===== config.mk =====
export PLATFORM = sky130hd
export DESIGN_NAME = sys_ctrl
export DESIGN_NICKNAME = d
export VERILOG_FILES = /design/src/rtl/UART_pkg.sv /design/src/rtl/sys_ctrl_tx_seq.sv /design/src/rtl/sys_ctrl.sv
export SDC_FILE = /design/constraint.sdc
export NUM_CORES = 1
export LEC_CHECK = 0
export BUFFER_PORTS_ARGS = -buffer_cell sky130_fd_sc_hd__buf_2
export CAP_MARGIN = 30
export CORE_MARGIN = 5
export CORE_UTILIZATION = 30
export DETAILED_ROUTE_END_ITERATION = 12
export HOLD_SLACK_MARGIN = 0.06
export PLACE_DENSITY = 0.54
export SLEW_MARGIN = 40
export SYNTH_ARGS = -nofsm -noshare
export SYNTH_HDL_FRONTEND = slang
export SYNTH_SLANG_ARGS = --single-unit

===== constraint.sdc =====
create_clock -name CLK -period 5.7 [get_ports CLK]
set_clock_uncertainty 0.1 [all_clocks]
set_input_delay 0.57 -clock CLK [delete_from_list [all_inputs] [get_ports CLK]]
set_output_delay 0.57 -clock CLK [all_outputs]
set_load 0.01 [all_outputs]

===== src/rtl/UART_pkg.sv =====
// Shared constants and command encoding for the UART command controller.
package UART_pkg;
  localparam int DATA_WIDTH    = 8;
  localparam int ADDRESS_WIDTH = 4;
  localparam int FUN_WIDTH     = 4;

  typedef enum logic [DATA_WIDTH-1:0] {
    CMD_WR      = 8'hAA,
    CMD_RD      = 8'hBB,
    CMD_ALU_OP  = 8'hCC,
    CMD_ALU_NOP = 8'hDD
  } cmd_e;

  // Register-file slots the ALU reads its operands from
  localparam logic [ADDRESS_WIDTH-1:0] ALU_A_ADDR = ADDRESS_WIDTH'(0);
  localparam logic [ADDRESS_WIDTH-1:0] ALU_B_ADDR = ADDRESS_WIDTH'(1);
endpackage


===== src/rtl/sys_ctrl_tx_seq.sv =====
// Byte sequencer toward UART TX: loads a 1- or 2-byte payload (LSB first),
// runs the valid/busy handshake per byte and pulses done_o when finished.
module sys_ctrl_tx_seq
  import UART_pkg::*;
(
  input  logic                    CLK,
  input  logic                    RST,
  input  logic                    start_i,
  input  logic                    two_i,
  input  logic [2*DATA_WIDTH-1:0] data_i,
  input  logic                    tx_busy_i,
  output logic [DATA_WIDTH-1:0]   tx_data_o,
  output logic                    tx_vld_o,
  output logic                    done_o
);
  typedef enum logic [1:0] {S_IDLE, S_SEND, S_HOLD} tx_state_e;

  tx_state_e             state_q, state_d;
  logic [DATA_WIDTH-1:0] byte_q, byte_d;
  logic [DATA_WIDTH-1:0] hi_q, hi_d;
  logic                  more_q, more_d;
  logic                  vld_q, vld_d;
  logic                  done_q, done_d;

  // State and registered outputs
  always_ff @(posedge CLK or negedge RST) begin
    if (!RST) begin
      state_q <= S_IDLE;
      byte_q  <= '0;
      hi_q    <= '0;
      more_q  <= 1'b0;
      vld_q   <= 1'b0;
      done_q  <= 1'b0;
    end else begin
      state_q <= state_d;
      byte_q  <= byte_d;
      hi_q    <= hi_d;
      more_q  <= more_d;
      vld_q   <= vld_d;
      done_q  <= done_d;
    end
  end

  // Handshake: hold valid until busy is seen, then wait for busy to clear
  always_comb begin
    state_d = state_q;
    byte_d  = byte_q;
    hi_d    = hi_q;
    more_d  = more_q;
    vld_d   = vld_q;
    done_d  = 1'b0;
    case (state_q)
      S_IDLE: if (start_i) begin
        byte_d  = data_i[DATA_WIDTH-1:0];
        hi_d    = data_i[2*DATA_WIDTH-1:DATA_WIDTH];
        more_d  = two_i;
        vld_d   = 1'b1;
        state_d = S_SEND;
      end
      S_SEND: if (tx_busy_i) begin
        vld_d   = 1'b0;
        state_d = S_HOLD;
      end
      S_HOLD: if (!tx_busy_i) begin
        if (more_q) begin
          byte_d  = hi_q;
          more_d  = 1'b0;
          vld_d   = 1'b1;
          state_d = S_SEND;
        end else begin
          done_d  = 1'b1;
          state_d = S_IDLE;
        end
      end
      default: state_d = S_IDLE;
    endcase
  end

  assign tx_data_o = byte_q;
  assign tx_vld_o  = vld_q;
  assign done_o    = done_q;
endmodule


===== src/rtl/sys_ctrl.sv =====
// Command decoder between UART RX/TX and the register file / ALU.
// Frames: AA addr data | BB addr | CC A B fun | DD fun. All outputs registered.
module sys_ctrl
  import UART_pkg::*;
(
  input  logic                     CLK,
  input  logic                     RST,
  input  logic [DATA_WIDTH-1:0]    RX_P_DATA,
  input  logic                     RX_D_VLD,
  input  logic [DATA_WIDTH-1:0]    RdData,
  input  logic                     RdData_valid,
  input  logic [2*DATA_WIDTH-1:0]  ALU_OUT,
  input  logic                     OUT_Valid,
  input  logic                     TX_Busy,
  output logic [ADDRESS_WIDTH-1:0] Address,
  output logic                     WrEn,
  output logic                     RdEn,
  output logic [DATA_WIDTH-1:0]    WrData,
  output logic                     ALU_EN,
  output logic [FUN_WIDTH-1:0]     ALU_FUN,
  output logic                     CLK_EN,
  output logic [DATA_WIDTH-1:0]    TX_P_DATA,
  output logic                     TX_D_VLD
);
  typedef enum logic [3:0] {
    ST_IDLE, ST_WR_ADDR, ST_WR_DATA, ST_RD_ADDR, ST_RD_WAIT,
    ST_ALU_A, ST_ALU_B, ST_ALU_FUN, ST_ALU_WAIT, ST_TX
  } state_e;

  state_e                  state_q, state_d;
  logic [ADDRESS_WIDTH-1:0] addr_q, addr_d;      // write address held between frame bytes
  logic [ADDRESS_WIDTH-1:0] adr_out_q, adr_out_d;
  logic [DATA_WIDTH-1:0]    wdata_q, wdata_d;
  logic                     wren_q, wren_d, rden_q, rden_d;
  logic                     alu_en_q, alu_en_d, clk_en_q, clk_en_d;
  logic [FUN_WIDTH-1:0]     fun_q, fun_d;
  logic [2*DATA_WIDTH-1:0]  res_q, res_d;        // payload for TX
  logic                     two_q, two_d, start_q, start_d;
  logic                     tx_done;

  // State and registered outputs
  always_ff @(posedge CLK or negedge RST) begin
    if (!RST) begin
      state_q   <= ST_IDLE;
      addr_q    <= '0;
      adr_out_q <= '0;
      wdata_q   <= '0;
      wren_q    <= 1'b0;
      rden_q    <= 1'b0;
      alu_en_q  <= 1'b0;
      clk_en_q  <= 1'b0;
      fun_q     <= '0;
      res_q     <= '0;
      two_q     <= 1'b0;
      start_q   <= 1'b0;
    end else begin
      state_q   <= state_d;
      addr_q    <= addr_d;
      adr_out_q <= adr_out_d;
      wdata_q   <= wdata_d;
      wren_q    <= wren_d;
      rden_q    <= rden_d;
      alu_en_q  <= alu_en_d;
      clk_en_q  <= clk_en_d;
      fun_q     <= fun_d;
      res_q     <= res_d;
      two_q     <= two_d;
      start_q   <= start_d;
    end
  end

  // Frame decode; strobes default low so every enable is a single-cycle pulse
  always_comb begin
    state_d   = state_q;
    addr_d    = addr_q;
    adr_out_d = adr_out_q;
    wdata_d   = wdata_q;
    wren_d    = 1'b0;
    rden_d    = 1'b0;
    alu_en_d  = 1'b0;
    clk_en_d  = clk_en_q;
    fun_d     = fun_q;
    res_d     = res_q;
    two_d     = two_q;
    start_d   = 1'b0;
    case (state_q)
      ST_IDLE: if (RX_D_VLD) begin
        case (cmd_e'(RX_P_DATA))
          CMD_WR:      state_d = ST_WR_ADDR;
          CMD_RD:      state_d = ST_RD_ADDR;
          CMD_ALU_OP:  state_d = ST_ALU_A;
          CMD_ALU_NOP: state_d = ST_ALU_FUN;
          default:     state_d = ST_IDLE;
        endcase
      end
      ST_WR_ADDR: if (RX_D_VLD) begin
        addr_d  = RX_P_DATA[ADDRESS_WIDTH-1:0];
        state_d = ST_WR_DATA;
      end
      ST_WR_DATA: if (RX_D_VLD) begin
        adr_out_d = addr_q;
        wdata_d   = RX_P_DATA;
        wren_d    = 1'b1;
        state_d   = ST_IDLE;
      end
      ST_RD_ADDR: if (RX_D_VLD) begin
        adr_out_d = RX_P_DATA[ADDRESS_WIDTH-1:0];
        rden_d    = 1'b1;
        state_d   = ST_RD_WAIT;
      end
      ST_RD_WAIT: if (RdData_valid) begin
        res_d   = {{DATA_WIDTH{1'b0}}, RdData};
        two_d   = 1'b0;
        start_d = 1'b1;
        state_d = ST_TX;
      end
      ST_ALU_A: if (RX_D_VLD) begin
        adr_out_d = ALU_A_ADDR;
        wdata_d   = RX_P_DATA;
        wren_d    = 1'b1;
        state_d   = ST_ALU_B;
      end
      ST_ALU_B: if (RX_D_VLD) begin
        adr_out_d = ALU_B_ADDR;
        wdata_d   = RX_P_DATA;
        wren_d    = 1'b1;
        state_d   = ST_ALU_FUN;
      end
      ST_ALU_FUN: if (RX_D_VLD) begin
        fun_d    = RX_P_DATA[FUN_WIDTH-1:0];
        alu_en_d = 1'b1;
        clk_en_d = 1'b1;
        state_d  = ST_ALU_WAIT;
      end
      ST_ALU_WAIT: if (OUT_Valid) begin
        res_d    = ALU_OUT;
        two_d    = 1'b1;
        clk_en_d = 1'b0;
        start_d  = 1'b1;
        state_d  = ST_TX;
      end
      ST_TX: if (tx_done) state_d = ST_IDLE;
      default: state_d = ST_IDLE;
    endcase
  end

  sys_ctrl_tx_seq u_tx_seq (
    .CLK       (CLK),
    .RST       (RST),
    .start_i   (start_q),
    .two_i     (two_q),
    .data_i    (res_q),
    .tx_busy_i (TX_Busy),
    .tx_data_o (TX_P_DATA),
    .tx_vld_o  (TX_D_VLD),
    .done_o    (tx_done)
  );

  assign Address = adr_out_q;
  assign WrEn    = wren_q;
  assign RdEn    = rden_q;
  assign WrData  = wdata_q;
  assign ALU_EN  = alu_en_q;
  assign ALU_FUN = fun_q;
  assign CLK_EN  = clk_en_q;
endmodule

==> metrics.md, run 1 <==
| Metric | Value |
|---|---|
| Final Hold Viols | 0 |
| Wire per inst | approximately 14 um |
| IO Pins | 67 |
| Diode count | 0 |
| Worst rel slew slack | a little over half |
| Filler Cells Inserted | between 1000 and 1500 |
| CTS resizes | 0 |
| Initial antenna violation count | 0 |
| Vias per cell | ~4.7 |
| Synth area leaders | dfrtp_1, mux2_2, nand2_1 |
| Startpoint Class | flop |
| Clock tree sinks | 67 |
| Least-Margin Pin Slew | just under 700 ps |
| Ratio of total power to cell area | 517.7 nW/um^2 |
| Number of synthesized flops with an enable pin | 0 |
| Predominant post-synthesis flop cell | dfrtp_1 |
| Largest area contributor in the netlist | dfrtp_1 |
| Count of final setup violators | 0 |
| Worst reg2reg path startpoint | state_q[0]$_DFFE_PN0P_ |
| Vias in the first global route | roughly 2200 |
| Synthesized flop and latch total | 67 |
| GRT Util Overall | 12.10% |
| CP Max Fanout | 21 |
| Setup bufs post-CTS | 0 |
| GPL Wtd Cong | between 0.7 and 0.8 |
| DR DRC count | 0 |
| Fin Setup TNS | 0 ps |
| Final period util | between 30 and 40% |
| Die W | approximately 110 um |
| Post-DP HPWL | between 4 and 5 mm |
| CP Capture Type | flop |
| Syn Nets | around 300 |
| Post-detailed-route count of antenna-violating nets | 0 |
| CP Data Arrival Time | 2330 ps |
| Synth cell types | 49 |
| Tmin final | 2207 ps |
| Hold WS | a little over 200 ps |
| First-pass iteration count of the detailed router | 4 |
| Starting DRT DRC Count | 100 |
| Async set-reset flop share out of synthesis | between 90% and 100% |
| Port buffer count | 66 |
| Mapped cell area | between 3000 and 4000 sq um |
| Row cnt | 36 |
| P&R area growth vs syn | 21.28% |
| Synth Warn # | 0 |
| Post-synthesis sequential area ratio | between 50% and 60% |
| Die area | 12120 sq um |
| Clk Latency, worst-skew pair | ~350 ps |
| Syn Area/Cell | 11.55 sq um |
| Worst Setup SP | state_q[0]$_DFFE_PN0P_ |
| CTS Hold Bufs | 0 |
| Initial core utilization | a little under a third |
| CTS tree | done |
| Die height | ~110 um |
| Worst vdd ir | between 150 and 200 uV |
| Drt total wl | between 6 and 7 mm |
| Core area | 9774 sq um |
| Share of cells above drive strength 1 | 36.09% |
| Global-route wire length before repair | approximately 11 mm |
| Synth top area share | 55.81% |
| MaxCap Viol Count | 0 |
| WP data required | 5830 ps |
| Root buf cell | clkbuf_8 |
| Status | completed |
| Largest net degree at the start of global routing | 68 |
| Layout Nets | 360 |
| Via count | roughly 2100 |
| Max clock buf depth | 2 |
| Clk slew on worst S/H paths | about 70 ps |
| F_max | about 0.45 GHz |
| P_leak | approximately 1.7 nW |
| H-tree level count | 3 |
| Total power | about 1.9 mW |
| Fin. max-slew vios | 0 |
| Syn Inst Count | between 200 and 300 |
| Num CTS Buffers | 9 |
| Crit path kind | flop to flop |
| Unrepaired setup endpoints after global routing | no |
| Hold Path Class | input port to asynchronous set/reset pin |
| Global route overflow | 0 |
[worst paths after layout]
path                       cells after the start                          end  slack, ps
min                                            2        WrData[7]$_DFFE_PN0P_        200
min in group CLK                               2        res_q[14]$_DFFE_PN0P_        330
max in group asynchronous                      2  u_tx_seq.more_q$_DFFE_PN0P_       4860
max reg2reg                                    4       state_q[0]$_DFFE_PN0P_       3490
min reg2reg                                    2         res_q[4]$_DFFE_PN0P_        380
max                                            4       state_q[0]$_DFFE_PN0P_       3490
[cell families (layout without fill, tap and decap cells)]
kind of cell,count (synthesis),count (layout),share of synthesized area (%)
AOI/OAI and AO/OA,56,56,13.70
muxes,37,37,13.54
DFF,67,67,55.81
xor gates and xnor gates,2,2,0.5832
and+or+nand+nor,79,79,13.37
buffers and inverters,19,86,2.999
[layer usage]
layer	GRT usage (%)	vias to the layer above	wire, um
met5	0	-	0
met4	5.877	0	110
met3	3.378	9	218
met2	18.15	31	3096
met1	16.06	1046	3182
li1	-	1059	-
[through the flow]
step | setup WS, ps | cells | instance area (sq um) | utilization, %
after floorplan | 3852 | 260 | 3004 | -
after global placement | 3341 | 444 | 3435 | 35.14
after detailed placement | 3502 | 444 | 3448 | 35.28
after CTS | 3493 | 460 | 3642 | 37.26
after global routing | 3338 | 460 | 3643 | 37.28
final | 3493 | 460 | 3643 | 37.28
[state kept, by name (all words and copies together), names as in the netlist, 2 cells and up]
name and flops:
ALU_FUN 4, Address 4, WrData 8, addr_q 4, res_q 16, state_q 4, u_tx_seq.hi_q 8, u_tx_seq.state_q 2
u_tx_seq.tx_data_o 8
[synth_stat cells (3+ instances only)]
master,count
a21oi_1,3
buf_2,9
nand2_1,32
o21ai_0,13
a31oi_1,8
nor3_1,3
dfrtp_1,67
inv_1,3
clkbuf_1,5
nand2b_1,7
and2_1,3
nand3b_1,3
a22o_1,12
mux2_2,27
mux2i_1,8
nor2_1,15
a21o_1,3
[placed cells by master (no fill, tap or decap), types with 3 or more instances in the layout]
| cell | count |
|---|---|
| nand2b_1 | 7 |
| a21o_1 | 3 |
| mux2i_1 | 8 |
| mux2_2 | 27 |
| nand3b_1 | 3 |
| buf_2 | 66 |
| clkinvlp_4 | 3 |
| o21ai_0 | 13 |
| a31oi_1 | 8 |
| dfrtp_1 | 67 |
| clkbuf_8 | 9 |
| nor2_1 | 15 |
| a22o_1 | 12 |
| nand2_1 | 32 |
| inv_1 | 3 |
| and2_1 | 3 |
[cell type report]
class,instances,area [sq um],share of cell area [%]
Multi-Input combinational cell,174,1254,34.41
Timing Repair Buffer,67,341.6,9.375
Inverter,3,11.26,0.3091
Sequential cell,67,1677,46.02
Clock buffer,10,127.6,3.503
Clock inverter,6,66.31,1.820
Tap cell,133,166.4,4.567
[critical path: stages (launching register included)]
cell,delay [ps]
dfrtp_1,620
or3b_1,480
a221oi_2,350
or2_2,210
mux2_1,320
[power breakdown]
group	switching [mW]	leakage, nW	total [mW]	internal, mW
Sequential	0.152	0.840	0.828	0.676
Combinational	0.332	0.764	0.669	0.337
Clock	0.187	0.0885	0.389	0.202
(Power assumes the default switching activity.)
==> run 2, diff against run 1 <==
--- a/config.mk
+++ b/config.mk
@@ -11,7 +11,7 @@
 export CORE_UTILIZATION = 30
 export DETAILED_ROUTE_END_ITERATION = 12
 export HOLD_SLACK_MARGIN = 0.06
-export PLACE_DENSITY = 0.54
+export PLACE_DENSITY = 0.56
 export SLEW_MARGIN = 40
 export SYNTH_ARGS = -nofsm -noshare
 export SYNTH_HDL_FRONTEND = slang
==> constraint.sdc (replaced) <==
create_clock -name CLK -period 1.9 [get_ports CLK]
set_clock_uncertainty 0.1 [all_clocks]
set_input_delay 0.19 -clock CLK [delete_from_list [all_inputs] [get_ports CLK]]
set_output_delay 0.19 -clock CLK [all_outputs]
set_load 0.01 [all_outputs]
==> run 2 against run 1 <==
Net effect:
- wire length up 9.0%
- clock-buffer cell count up 1
- utilization up 5.4 points
- critical path depth unchanged
- sequential power rose to 2.9 times the previous value
- non-clock buffer count up 53
- global-route usage up 0.78 points
- final cell count up 12%
- die area unchanged
==> metrics.md, run 2 (synthesized netlist as in run 1, its figures left out) <==
| Metric | Value |
|---|---|
| MaxCap Viol Count | 0 (unchanged) |
| Layout Nets | 413 (+15%) |
| Initial antenna violation count | 0 (unchanged) |
| CTS tree | done |
| Root buf cell | clkbuf_8 |
| Worst rel slew slack | 66.07% (+12 points) |
| GPL Wtd Cong | 0.7676 (+0.67%) |
| Least-Margin Pin Slew | 508.9 ps (-178.4 ps) |
| Count of final setup violators | 0 (unchanged) |
| Crit path kind | flop to flop |
| Final period util | 97.54% (+59 points) |
| Vias in the first global route | 2473 (+11%) |
| Vias per cell | 4.608 (-1.2%) |
| Max reg flops | 16 (unchanged) |
| F_max | 0.5396 GHz (+19%) |
| Reg2Reg Setup Slack | 50 ps (-3450 ps) |
| P&R area growth vs syn | 38.73% |
| Fin Setup TNS | 0 ps (unchanged) |
| DP Cell Count | 462 (+4.1%) |
| Status | completed |
| GRT Util Overall | 12.88% (+0.78 points) |
| Global route overflow | 0 (unchanged) |
| Post-DP HPWL | 4.984 mm (+7.3%) |
| First-pass iteration count of the detailed router | 5 (+1) |
| CP Max Fanout | 4 (-81%) |
| Starting DRT DRC Count | 86 (-14%) |
| Largest net degree at the start of global routing | 27 (-60%) |
| Cell area after layout | 4168 sq um (+14%) |
| Die height | 110.1 um (unchanged) |
| Num CTS Buffers | 9 (unchanged) |
| Die area | 12120 sq um (unchanged) |
| CP Capture Type | flop |
| Global-route wire length before repair | 12.14 mm (+8.7%) |
| Initial core utilization | 30.73% (unchanged) |
| Placed cell area | 3595 sq um (+4.2%) |
| Drt total wl | 7.204 mm (+9.0%) |
| Hold Path Class | input port to flop |
| Final Hold Viols | 0 (unchanged) |
| Top reg by flops | res_q |
| Diode count | 0 (unchanged) |
| Ratio of total power to cell area | 1462 nW/um^2 (+180%) |
| Commonest non-fill, non-tap cells in the layout | buf_2, dfrtp_1, nand2_1 |
| P_leak | 1.958 nW (+16%) |
| Post-detailed-route count of antenna-violating nets | 0 (unchanged) |
| Die W | 110.1 um (unchanged) |
| Finished Layout Cells | 513 (+12%) |
| Core area | 9774 sq um (unchanged) |
| WP data required | 2010 ps (-3820 ps) |
| Post-layout util | 42.64% (+5.4 points) |
| Wire per inst | 14.04 um (-2.2%) |
| Clock tree sinks | 67 (unchanged) |
| Via count | 2364 (+10%) |
| Hold WS | 73.03 ps (-131.2 ps) |
| Share of cells above drive strength 1 | 37.37% (+1.3 points) |
| Fin. max-slew vios | 0 (unchanged) |
| Most common cell after layout, fill and taps aside | buf_2 |
| Clk Latency, worst-skew pair | 340 ps (about the same) |
| Tmin final | 1853 ps (-353.9 ps) |
| CP Data Arrival Time | 1970 ps (-360 ps) |
| Filler Cells Inserted | 944 (-7.5%) |
| Row cnt | 36 (unchanged) |
| IO Pins | 67 (unchanged) |
| H-tree level count | 3 (unchanged) |
| Worst vdd ir | 560.9 uV (+240%) |
| Startpoint Class | flop |
| DR DRC count | 0 (unchanged) |
| Max clock buf depth | 2 (unchanged) |
| Clk slew on worst S/H paths | 70 ps (about the same) |
| Port buffer count | 66 (unchanged) |
## run 2: timing repair
action	CTS	global route
cloned	0	0
hold buffers	31	0
endpoints found under the hold margin	45	0
resized for setup	2	5
endpoints found under the setup margin	1	2
pin swaps	0	2
buffers inserted	0	4
## run 2: through the flow
stage               power (mW)  setup slack, ps
detailed placement       4.765            7.044
finish                   6.095            46.77
global route             6.541           -41.12
CTS                      6.041            24.84
floorplan                3.937            52.14
global placement         4.710            44.12
## run 2: path summary, 6_finish.rpt
path / from / to / cells after the start
min: ALU_OUT[3] / res_q[3]$_DFFE_PN0P_ / 3
max in group asynchronous: RST / state_q[1]$_DFFE_PN0P_ / 3
min reg2reg: two_q$_DFFE_PN0P_ / two_q$_DFFE_PN0P_ / 1
max: state_q[0]$_DFFE_PN0P_ / state_q[0]$_DFFE_PN0P_ / 4
min in group asynchronous: RST / WrData[4]$_DFFE_PN0P_ / 2
max reg2reg: state_q[0]$_DFFE_PN0P_ / state_q[0]$_DFFE_PN0P_ / 4
## run 2: power breakdown
| part | total, mW | switching, mW | internal (mW) |
|---|---|---|---|
| Combinational | 2.52 | 1.22 | 1.30 |
| Sequential | 2.38 | 0.342 | 2.03 |
| Clock | 1.20 | 0.551 | 0.649 |
## run 2: area by class of cell
class,count,area [sq um],area share [%]
Inverter,3,11.26,0.2702
Clock inverter,5,60.06,1.441
Multi-Input combinational cell,174,1271,30.50
Timing Repair Buffer,120,838.3,20.11
Sequential cell,67,1679,40.29
Clock buffer,11,141.4,3.392
Tap cell,133,166.4,3.993
## run 2: layer usage
| metal | up-vias | share of wire [%] | global-route usage [%] |
|---|---|---|---|
| li1 | 1163 | - | - |
| met1 | 1148 | 45 | 16.24 |
| met2 | 36 | 51 | 21.32 |
| met3 | 17 | 2.2 | 2.330 |
| met4 | 0 | 1.9 | 6.144 |
| met5 | - | 0 | 0 |
## run 2: critical path, cell delays in order, from the launching register on
cell      delay [ps]
dfrtp_1          410
or3b_1           400
a221oi_2         310
or2_4            190
mux2_1           330
